**src/rtl/mem_arbiter.sv**
```systemverilog
// Two-port round-robin arbiter (instruction fetch / data) in front of a single
// memory with combinational read and synchronous write; one access per 2 cycles.
module mem_arbiter #(
  parameter int AW = 32,
  parameter int DW = 32
) (
  input  logic          clk,
  input  logic          rst,
  input  logic          i_valid,
  input  logic [AW-1:0] i_addr,
  output logic          i_ready,
  output logic          i_resp_valid,
  output logic [DW-1:0] i_rdata,
  input  logic          d_valid,
  input  logic          d_we,
  input  logic [AW-1:0] d_addr,
  input  logic [DW-1:0] d_wdata,
  output logic          d_ready,
  output logic          d_resp_valid,
  output logic [DW-1:0] d_rdata,
  output logic          mem_we,
  output logic [AW-1:0] mem_A,
  output logic [DW-1:0] mem_WD,
  input  logic [DW-1:0] mem_RD
);

  typedef enum logic {IDLE, ACCESS} state_t;

  state_t        r_state;
  state_t        w_next_state;
  logic          r_last_grant;  // 0 = instruction port, 1 = data port
  logic          r_winner;
  logic          r_we;
  logic [AW-1:0] r_addr;
  logic [DW-1:0] r_wdata;
  logic          r_i_resp_valid;
  logic          r_d_resp_valid;
  logic [DW-1:0] r_i_rdata;
  logic [DW-1:0] r_d_rdata;
  logic          w_grant_i;
  logic          w_grant_d;

  always_ff @(posedge clk or posedge rst) begin
    if (rst) r_state <= IDLE;
    else     r_state <= w_next_state;
  end

  // On a tie the port that did not win last time is granted.
  always_comb begin
    w_next_state = r_state;
    w_grant_i    = 1'b0;
    w_grant_d    = 1'b0;
    case (r_state)
      IDLE: begin
        w_grant_d = d_valid && (!i_valid || !r_last_grant);
        w_grant_i = i_valid && (!d_valid || r_last_grant);
        if (w_grant_i || w_grant_d) w_next_state = ACCESS;
      end
      ACCESS:  w_next_state = IDLE;
      default: w_next_state = IDLE;
    endcase
  end

  assign i_ready      = w_grant_i;
  assign d_ready      = w_grant_d;
  assign mem_we       = (r_state == ACCESS) && r_we;
  assign mem_A        = r_addr;
  assign mem_WD       = r_wdata;
  assign i_resp_valid = r_i_resp_valid;
  assign d_resp_valid = r_d_resp_valid;
  assign i_rdata      = r_i_rdata;
  assign d_rdata      = r_d_rdata;

  // Fetch requests carry no write data, so the write-data register is cleared.
  always_ff @(posedge clk or posedge rst) begin
    if (rst) begin
      r_last_grant   <= 1'b0;
      r_winner       <= 1'b0;
      r_we           <= 1'b0;
      r_addr         <= '0;
      r_wdata        <= '0;
      r_i_resp_valid <= 1'b0;
      r_d_resp_valid <= 1'b0;
      r_i_rdata      <= '0;
      r_d_rdata      <= '0;
    end else begin
      r_i_resp_valid <= 1'b0;
      r_d_resp_valid <= 1'b0;
      if (r_state == IDLE) begin
        if (w_grant_d) begin
          r_winner     <= 1'b1;
          r_we         <= d_we;
          r_addr       <= d_addr;
          r_wdata      <= d_wdata;
          r_last_grant <= 1'b1;
        end else if (w_grant_i) begin
          r_winner     <= 1'b0;
          r_we         <= 1'b0;
          r_addr       <= i_addr;
          r_wdata      <= '0;
          r_last_grant <= 1'b0;
        end
      end else if (r_winner) begin
        r_d_resp_valid <= 1'b1;
        r_d_rdata      <= r_we ? '0 : mem_RD;
      end else begin
        r_i_resp_valid <= 1'b1;
        r_i_rdata      <= mem_RD;
      end
    end
  end

endmodule

```
**config.mk**
```make
export PLATFORM = sky130hd
export DESIGN_NAME = mem_arbiter
export DESIGN_NICKNAME = d
export VERILOG_FILES = /design/src/rtl/mem_arbiter.sv
export SDC_FILE = /design/constraint.sdc
export NUM_CORES = 1
export LEC_CHECK = 0
export CAP_MARGIN = 10
export CORE_ASPECT_RATIO = 1.5
export CORE_MARGIN = 5
export CORE_UTILIZATION = 35
export CTS_CLUSTER_DIAMETER = 150
export DETAILED_ROUTE_END_ITERATION = 7
export GPL_TIMING_DRIVEN = 0
export MAX_ROUTING_LAYER = met4
export PLACE_DENSITY = 0.73
export SYNTH_ARGS = -nofsm -noshare
export SYNTH_HDL_FRONTEND = slang
export SYNTH_SLANG_ARGS = --single-unit
```
**constraint.sdc**
```tcl
create_clock -name clk -period 6.6 [get_ports clk]
set_clock_uncertainty 0.1 [all_clocks]
set_input_delay 1.32 -clock clk [delete_from_list [all_inputs] [get_ports clk]]
set_output_delay 1.32 -clock clk [all_outputs]
set_load 0.01 [all_outputs]
```
-- Word level (Yosys, flattened, before mapping)
Cells that the tools add are included.
- multiplexer cells: 16
- bitwise gates (word level): 2
- reduce and logical (&&, ||, !) cells: 13
- operator list (cell ; number):
    32-bit two-way mux ; 5
    1-bit two-way mux ; 10
    2-bit AND reduction ; 3
    1-bit logical AND ; 3
    1-bit logical NOT ; 3
    1-bit logical OR ; 3
    1-bit inverter ; 2
    1-bit one-hot mux with 2 select lines ; 1
    2-bit nonzero test ; 1
- register bits after elaboration: 133
- bits of input ports: 133

-- Logic depth before layout (Yosys ltp)
Gate-level depths: netlist (run 1).
- depth in word-level cells: 6
- gate-level depth with buffers: 6
- depth with buffers taken out: 4

-- Least setup slack after synthesis (run 1)
No wires, ideal clock.
- path kind: input -> output
- start: in i_valid
- end: out d_ready
- stages on the path: 4
- arrival: 1.887 ns
- path buffers: 2
- setup slack: 3.293 ns
- cells stage by stage: and2_1 buf_4 nor2_4 buf_4
- word-level cells in the longest chain between the ends: 4
- ends and longest elaborated chain (element ; line ; RTL):
    start: declaration ; 9 ; input logic i_valid,
    1-bit logical NOT ; 55 ; w_grant_d = d_valid && (!i_valid || !r_last_grant);
    1-bit logical OR ; 55 ;
    1-bit logical AND ; 55 ;
    1-bit two-way mux ; 53 ; case (r_state)
    end: declaration ; 18 ; output logic d_ready,
Every way passes these cells.

-- Worst setup path in the final report (run 1)
Same ends and word-level chain as after synthesis.

==> impl_metrics.json, run 1 <==
{
  "run_status": "finished, final reports clean",
  "cp.required_ns": 5.18,
  "layout_commonest_cell": "clkdlybuf4s50_1",
  "num_vias": 4873,
  "cts_buffer_depth": 2,
  "synth.yosys.warnings": 0,
  "viasPerCell": 4.99,
  "seq_area_frac_synth_pct": 61.3,
  "fillCellCount": 1297,
  "grt_first_pass_wirelength_um": 28000,
  "drt_iter0_markers": 210,
  "rsz0062_at_grt": "no",
  "yosysTopAreaCell": "dfrtp_1",
  "syn_to_final_growth_pct": 65.0,
  "fmax_ghz": 0.223,
  "worst-path-buf-inv": 4,
  "nets": 898,
  "layout_common_cells": "clkdlybuf4s50_1, dfrtp_1, o21ai_1, nand2_1",
  "drive_gt1_share_pct": 8.61,
  "swShare_pct": 30.8,
  "path_delay_family": "buffers and inverters",
  "cts_setup_buffers": 0,
  "hold_class": "flip-flop to flip-flop",
  "grt_max_degree": 83,
  "drt-total-wl_um": 17700,
  "clockPowerShare_pct": 27.9,
  "crit_arrival_ns": 3.07,
  "diodes": 0,
  "crit_chain": "clkdlybuf4s50_1, and2_1, buf_4, nor2_4, buf_4, clkdlybuf4s50_1",
  "cts_sinks": 133,
  "path_class": "primary input to output pin",
  "die_y_um": 163,
  "ant_nets": 0,
  "ys_top_cells_by_area": "dfrtp_1, mux2_1, a22o_1",
  "wl_per_cell_um": 18.1,
  "antenna_found_initial": 0,
  "overflow": 0,
  "coreArea_um2": 15100,
  "yosysTopAreaCellShare_pct": 61.3,
  "min_period_ns": 4.49,
  "finalMaxSlewViolations": 0,
  "h-tree-depth": 4,
  "die_x_um": 112,
  "tightest_slew_ns": 0.504,
  "fp.dieArea_um2": 18100,
  "cp_slowest_cell": "clkdlybuf4s50_1",
  "io_buffers": 265,
  "path_max_fanout": 10,
  "grt_pass1_vias": 5355,
  "synth_flop_cell": "dfrtp_1",
  "power_switching_uw": 1040,
  "p_int_uw": 2340,
  "synth_area_um2": 5430,
  "cts_root_buffer": "clkbuf_16",
  "synth_edf_count": 0,
  "cts_tree": "done",
  "hpwl_um": 13800,
  "maxSlewHeadroom_pct": 66.4,
  "pin_count": 266,
  "firstDrtPassIters": 4,
  "ir_worst_vdd_v": 0.000180,
  "p_seq_share_pct": 36.3,
  "num_rows": 55,
  "setup_viol": 0,
  "postLayoutCoreUtil_pct": 59.1,
  "p_leak_uw": 0.00376,
  "cp-end-kind": "output pin",
  "cp-start-kind": "primary input",
  "syn_inst": 480,
  "hold_buffers": 0,
  "drc": 0,
  "setup_slack_ns": 2.11,
  "initial_core_util_pct": 35.9,
  "slowest_delay_ns": 0.55,
  "powerDensity_nw_per_um2": 378,
  "clk_pin_slew_ns": 0.05,
  "p_comb_share_pct": 35.8,
  "cts_resized": 0,
  "synth_nets": 613,
  "synthArstFlopShare_pct": 100,
  "detailedPlace.worstSlack_ns": 2.11,
  "grt.total_usage_pct": 19.8,
  "min_period_over_period_pct": 68.0,
  "ys_types": 23,
  "clk_latency_ns": 0.40,
  "timing.max_cap.violations": 0,
  "numCtsBuffers": 17,
  "avgSynthCellArea_um2": 11.3,
  "ys_seq_elements": 133,
  "gp_congestion": 0.834,
  "finalHoldViolations": 0
}
[worst paths after layout]
kind                              from          end  slack, ns  depth (start not counted)
min in group asynchronous          rst   mem_WD[23]       1.22                          2
max                            i_valid      d_ready       2.11                          6
max reg2reg                    r_state  i_rdata[28]       5.04                          4
min                        d_rdata[12]  d_rdata[12]       0.38                          2
min reg2reg                d_rdata[12]  d_rdata[12]       0.38                          2
max in group asynchronous          rst     mem_A[0]       4.40                          3
[cells in the mapped netlist (3+ instances only)]
library cell / n
dfrtp_1: 133
o21ai_1: 45
nand2_1: 35
a22o_1: 33
nand2b_1: 33
a31oi_1: 32
mux2_1: 32
nand3_1: 32
nor2_1: 32
o21ai_0: 20
buf_2: 19
clkbuf_1: 9
buf_4: 8
buf_6: 3
inv_1: 3
[worst reg2reg max path: cells and delay by family (launching register included)]
kind	cells	cell delay [ns]
mux	1	0.35
buf+inv	2	0.40
flops	1	0.43
simple gates	1	0.16
[per-stage QoR]
step	TNS, ns	cells	power (uW)	area, um2	hold slack [ns]
floorplan	0	480	1700	5430	0.421
global placement	-2.59	944	2430	8330	0.370
detailed placement	0	945	2470	8360	0.375
CTS	0	977	3420	8950	0.388
global route	0	977	3560	8950	0.400
finish	0	977	3390	8950	0.382
[flip-flops by register name, summed over array words and instances (netlist names)]
name          cells
d_rdata          32
r_winner          1
i_resp_valid      1
d_resp_valid      1
mem_WD           32
r_state           1
r_we              1
mem_A            32
i_rdata          32
[cells by family (layout without fill, tap and decap cells)]
family	Yosys count	after routing	share of synthesized area, %
AO/OA/AOI/OAI	132	132	15.3
buffers and inverters	45	343	4.52
flip-flops	133	133	61.3
multiplexers	32	32	6.64
AND/OR/NAND/NOR	138	138	12.2
[layer usage]
metal	global-route usage, %	wire length, um	vias to the layer above
met5	-	0	-
met4	7.08	460	0
met3	6.02	1040	32
met2	35.9	9790	187
met1	20.1	6420	2403
li1	-	-	2251
[layout make-up]
class                           instances  area, um2  share of cell area (%)
Multi-Input combinational cell        302       1850                    20.7
Inverter                                4       20.0                   0.224
Clock buffer                           19        443                    4.95
Timing Repair Buffer                  266       2680                    29.9
Buffer                                 41        230                    2.57
Tap cell                              199        249                    2.78
Clock inverter                         13        149                    1.66
Sequential cell                       133       3330                    37.2
[power groups by stage]
stage,sequential (uW),combinational [uW],clock (uW)
6_report,1230,1210,944
5_1_grt,1260,1300,992
4_1_cts,1230,1230,958
3_5_place_dp,1240,1230,0
3_3_place_gp,1230,1200,0
2_1_floorplan,1340,354,0
No activity file was read; power rests on OpenSTA's default activity.
==> run 2, diff against run 1 <==
clock period = 4.45 ns   (was 6.6 ns; I/O delays follow)
==> run 2 against run 1 <==
  * Cell area is 0.61% higher
  * Sequential power grew 48%
  * Cell count increased by 0.20%
  * Clock power is 54% higher
  * Sequential share of layout area decreased by 0.23 points
  * Non-clock buffer count is 2 higher
==> impl_metrics.json, run 2 (same netlist as run 1, synthesis figures left out) <==
{
  "run_status": "finished, final reports clean",
  "crit_arrival_ns": 2.64,
  "grt_max_degree": 46,
  "ant_nets": 0,
  "numCtsBuffers": 17,
  "finalHoldViolations": 0,
  "diodes": 0,
  "min_period_ns": 3.63,
  "coreArea_um2": 15100,
  "hold_class": "flip-flop to flip-flop",
  "cts_tree": "done",
  "initial_core_util_pct": 35.9,
  "cp-start-kind": "primary input",
  "detailedPlace.worstSlack_ns": 0.831,
  "io_buffers": 265,
  "fp.dieArea_um2": 18100,
  "die_x_um": 112,
  "reg2reg_from": "r_winner",
  "cts_setup_buffers": 0,
  "hpwl_um": 13500,
  "drt-total-wl_um": 17300,
  "viasPerCell": 4.93,
  "num_vias": 4822,
  "h-tree-depth": 4,
  "syn_to_final_growth_pct": 66.0,
  "grt_pass1_vias": 5288,
  "crit_chain": "clkdlybuf4s50_1, and2_1, buf_4, nor2_4, buf_4, clkdlybuf4s50_1",
  "rr_worst_depth": 4,
  "cp_slowest_cell": "clkdlybuf4s50_1",
  "gp_congestion": 0.868,
  "worst-path-buf-inv": 4,
  "cts_sinks": 133,
  "pin_count": 266,
  "r2r_slack_ns": 2.86,
  "p_leak_uw": 0.00378,
  "min_to": "d_rdata[14]",
  "clk_latency_ns": 0.40,
  "num_rows": 55,
  "rsz0062_at_grt": "no",
  "path_delay_family": "buffers and inverters",
  "timing.max_cap.violations": 0,
  "stdcell_count": 979,
  "worstHoldStart": "d_rdata[14]",
  "hold_depth": 2,
  "wl_per_cell_um": 17.6,
  "drive_gt1_share_pct": 8.85,
  "cp.required_ns": 3.46,
  "finalMaxSlewViolations": 0,
  "setup_viol": 0,
  "grt_first_pass_wirelength_um": 27500,
  "overflow": 0,
  "clk_pin_slew_ns": 0.05,
  "firstDrtPassIters": 4,
  "powerDensity_nw_per_um2": 562,
  "min_period_over_period_pct": 81.5,
  "cp-end-kind": "output pin",
  "die_y_um": 163,
  "cts_resized": 0,
  "fin_tns_setup_ns": 0,
  "worstReg2RegEnd": "mem_A[1]",
  "fmax_ghz": 0.276,
  "path_max_fanout": 10,
  "cts_buffer_depth": 2,
  "cts_root_buffer": "clkbuf_16",
  "ir_worst_vdd_v": 0.000290,
  "placed_cells": 947,
  "drc": 0,
  "layout_common_cells": "clkdlybuf4s50_1, dfrtp_1, o21ai_1, nand2_1",
  "setup_slack_ns": 0.825,
  "hold_buffers": 0,
  "path_class": "primary input to output pin",
  "antenna_found_initial": 0,
  "layout_commonest_cell": "clkdlybuf4s50_1",
  "nets": 900,
  "maxSlewHeadroom_pct": 68.1,
  "grt.total_usage_pct": 19.4,
  "tightest_slew_ns": 0.479,
  "slowest_delay_ns": 0.55,
  "drt_iter0_markers": 176
}
## run 2: changes by cell type in the layout (fill, tap and decap cells not counted), sizes merged
cell,delta
bufinv,+1
clkinvlp,+2
clkinv,-3
buf,+2
## run 2: power by group
part	leakage, uW	internal (uW)	switching, uW
registers	0.00162	1600	226
clock network	0.000292	907	547
logic	0.00187	1030	755
total	0.00378	3540	1530
## run 2: worst max path at each step
stage,end,slack (ns),cells past startpoint,startpoint
final,d_ready,0.82,6,i_valid
after global routing,d_ready,0.72,6,i_valid
after CTS,d_ready,0.82,6,i_valid
after detailed placement,d_ready,0.83,6,i_valid
after global placement,mem_WD[22],0.69,2,rst
after floorplan,d_rdata[0],1.81,1,rst
## run 2: through the flow
stage,instance area [um2],util [%],hold WS (ns),power (uW)
floorplan,5430,-,0.421,2520
global placement,8330,55.0,0.369,3600
detailed placement,8390,55.4,0.374,3650
CTS,9010,59.5,0.387,5120
global route,9010,59.5,0.394,5330
finish,9010,59.5,0.383,5070
## run 2: layout make-up
| class | instances | area, um2 |
|---|---|---|
| plain buffers | 41 | 230 |
| clock buffers | 19 | 443 |
| clock inverters | 13 | 173 |
| fillers | 1299 | 6130 |
| inverters | 4 | 18.8 |
| multi-input cells | 302 | 1850 |
| flip-flops and latches | 133 | 3330 |
| well taps | 199 | 249 |
| repair buffers | 268 | 2710 |
## run 2: metal layers
layer / up-vias / track usage (%) / share of wire (%)
met3: 29 / 5.02 / 5.4
met2: 198 / 34.9 / 55
met1: 2335 / 20.6 / 37
met4: 0 / 6.70 / 2.5
li1: 2260 / - / -
met5: - / - / 0
## run 2: worst min-delay path: stages, from the launching register on
cell and delay [ns]:
dfrtp_1 0.34, nand2_1 0.05, o21ai_1 0.06
==> run 3, diff against run 2 <==
PLACE_DENSITY = 0.76   (was 0.73)
clock period = 3.1 ns   (was 4.45 ns; I/O delays follow)
==> run 3 against run 2 <==
  * First-iteration DRC count increased by 16%
  * Worst setup slack got worse by 0.74 ns
  * Combinational power increased by 44%
  * Via count increased by 2.2%
  * Global-route usage increased by 0.41 points
  * Cell area about the same
  * Non-clock buffer count increased by 1
  * Count of clock-buffer cells in the layout decreased by 1
  * Clock power increased by 42%
  * Sequential share of layout area about the same
  * Highest routed layer unchanged
==> impl_metrics.json, run 3 (same netlist as run 1, synthesis figures left out) <==
{
  "run_status": "finished, final reports clean",
  "cts_resized": 0,
  "overflow": 0,
  "num_rows": 55,
  "layout_commonest_cell": "clkdlybuf4s50_1",
  "timing.max_cap.violations": 0,
  "finalPower_uw": 7280,
  "grt_pass1_vias": 5304,
  "fmax_ghz": 0.331,
  "hold_buffers": 0,
  "min_period_ns": 3.02,
  "crit_arrival_ns": 2.30,
  "die_y_um": 163,
  "ir_worst_vdd_v": 0.000404,
  "cp-start-kind": "primary input",
  "p_int_uw": 5060,
  "coreArea_um2": 15100,
  "ant_nets": 0,
  "io_buffers": 265,
  "drt-total-wl_um": 17900,
  "numCtsBuffers": 17,
  "num_vias": 4926,
  "pin_count": 266,
  "power_switching_uw": 2220,
  "h-tree-depth": 4,
  "grt_max_degree": 42,
  "clockPowerShare_pct": 28.4,
  "drive_gt1_share_pct": 8.96,
  "p_comb_share_pct": 35.5,
  "cp-end-kind": "output pin",
  "hpwl_um": 13800,
  "fp.dieArea_um2": 18100,
  "path_max_fanout": 10,
  "p_leak_uw": 0.00378,
  "cp.required_ns": 2.38,
  "clk_latency_ns": 0.40,
  "setup_viol": 0,
  "cts_root_buffer": "clkbuf_16",
  "diodes": 0,
  "min_period_over_period_pct": 97.3,
  "drt_iter0_markers": 205,
  "placed_cells": 947,
  "syn_to_final_growth_pct": 66.1,
  "cts_setup_buffers": 1,
  "cts_buffer_depth": 2,
  "swShare_pct": 30.5,
  "finalHoldViolations": 0,
  "drc": 0,
  "postLayoutCoreUtil_pct": 59.5,
  "cts_sinks": 133,
  "stdcell_count": 980,
  "layout_common_cells": "clkdlybuf4s50_1, dfrtp_1, o21ai_1, nand2_1",
  "cts_tree": "done",
  "rsz0062_at_grt": "no",
  "grt.total_usage_pct": 19.8,
  "tightest_slew_ns": 0.739,
  "firstDrtPassIters": 5,
  "die_x_um": 112,
  "initial_core_util_pct": 35.9,
  "powerDensity_nw_per_um2": 808,
  "hold_class": "flip-flop to flip-flop",
  "clk_pin_slew_ns": 0.06,
  "path_class": "primary input to output pin",
  "nets": 901,
  "wl_per_cell_um": 18.2,
  "grt_first_pass_wirelength_um": 27900,
  "maxSlewHeadroom_pct": 50.6,
  "p_seq_share_pct": 36.2,
  "antenna_found_initial": 0,
  "viasPerCell": 5.03,
  "whs_ns": 0.384,
  "finalMaxSlewViolations": 0,
  "gp_congestion": 0.871
}
## run 3: cell count changes in the layout (fill, tap and decap cells not counted), sizes merged
cell / previous run / this run
buf: 35 / 36
clkbuf: 28 / 27
clkinvlp: 4 / 5
## run 3: final cells by class
cell class	count	area (um2)
fill	1282	6130
sequential	133	3330
timing repair buffer	269	2730
multi-input combinational	302	1850
clock buffer	18	429
tap	199	249
buffer	41	230
clock inverter	14	176
inverter	4	18.8
## run 3: layer usage
metal  share of wire [%]  track usage, %  wire (um)  up-vias
met4                 2.9            7.75        523        0
met5                   0               -          0        -
met1                  37            20.6       6540     2387
met3                 7.0            5.43       1250       36
li1                    -               -          -     2259
met2                  53            35.5       9560      244
## run 3: final timing paths
kind / slack [ns] / depth (start not counted) / startpoint / end
setup reg to reg: 1.50 / 6 / r_winner / mem_WD[21]
max in group asynchronous: 1.48 / 4 / rst / i_rdata[2]
min in group asynchronous: 0.58 / 2 / rst / mem_A[21]
hold reg to reg: 0.38 / 2 / d_rdata[20] / d_rdata[20]
hold / removal: 0.38 / 2 / d_rdata[20] / d_rdata[20]
setup / recovery: 0.08 / 6 / i_valid / d_ready
## run 3: worst max-delay path, cell delays in order
cell and delay [ns]:
clkdlybuf4s50_1 0.47, and2_1 0.18, buf_4 0.16, nor2_4 0.13, buf_4 0.18, clkdlybuf4s50_1 0.55
## run 3: power groups by stage
stage / sequential, uW / combinational [uW] / clock (uW)
after CTS: 2630 / 2630 / 2100
after detailed placement: 2660 / 2600 / 0
after global placement: 2620 / 2540 / 0
final: 2630 / 2580 / 2060
after floorplan: 2860 / 754 / 0
after global routing: 2690 / 2760 / 2190
## run 3: through the flow
| stage | cell area (um2) | setup slack, ns | setup TNS (ns) |
|---|---|---|---|
| finish | 9010 | 0.0828 | 0 |
| floorplan | 5430 | 0.729 | 0 |
| detailed placement | 8400 | -0.0341 | -0.0341 |
| global route | 9010 | 0.000182 | 0 |
| global placement | 8330 | -0.380 | -49.72 |
| CTS | 9010 | 0.0583 | 0 |
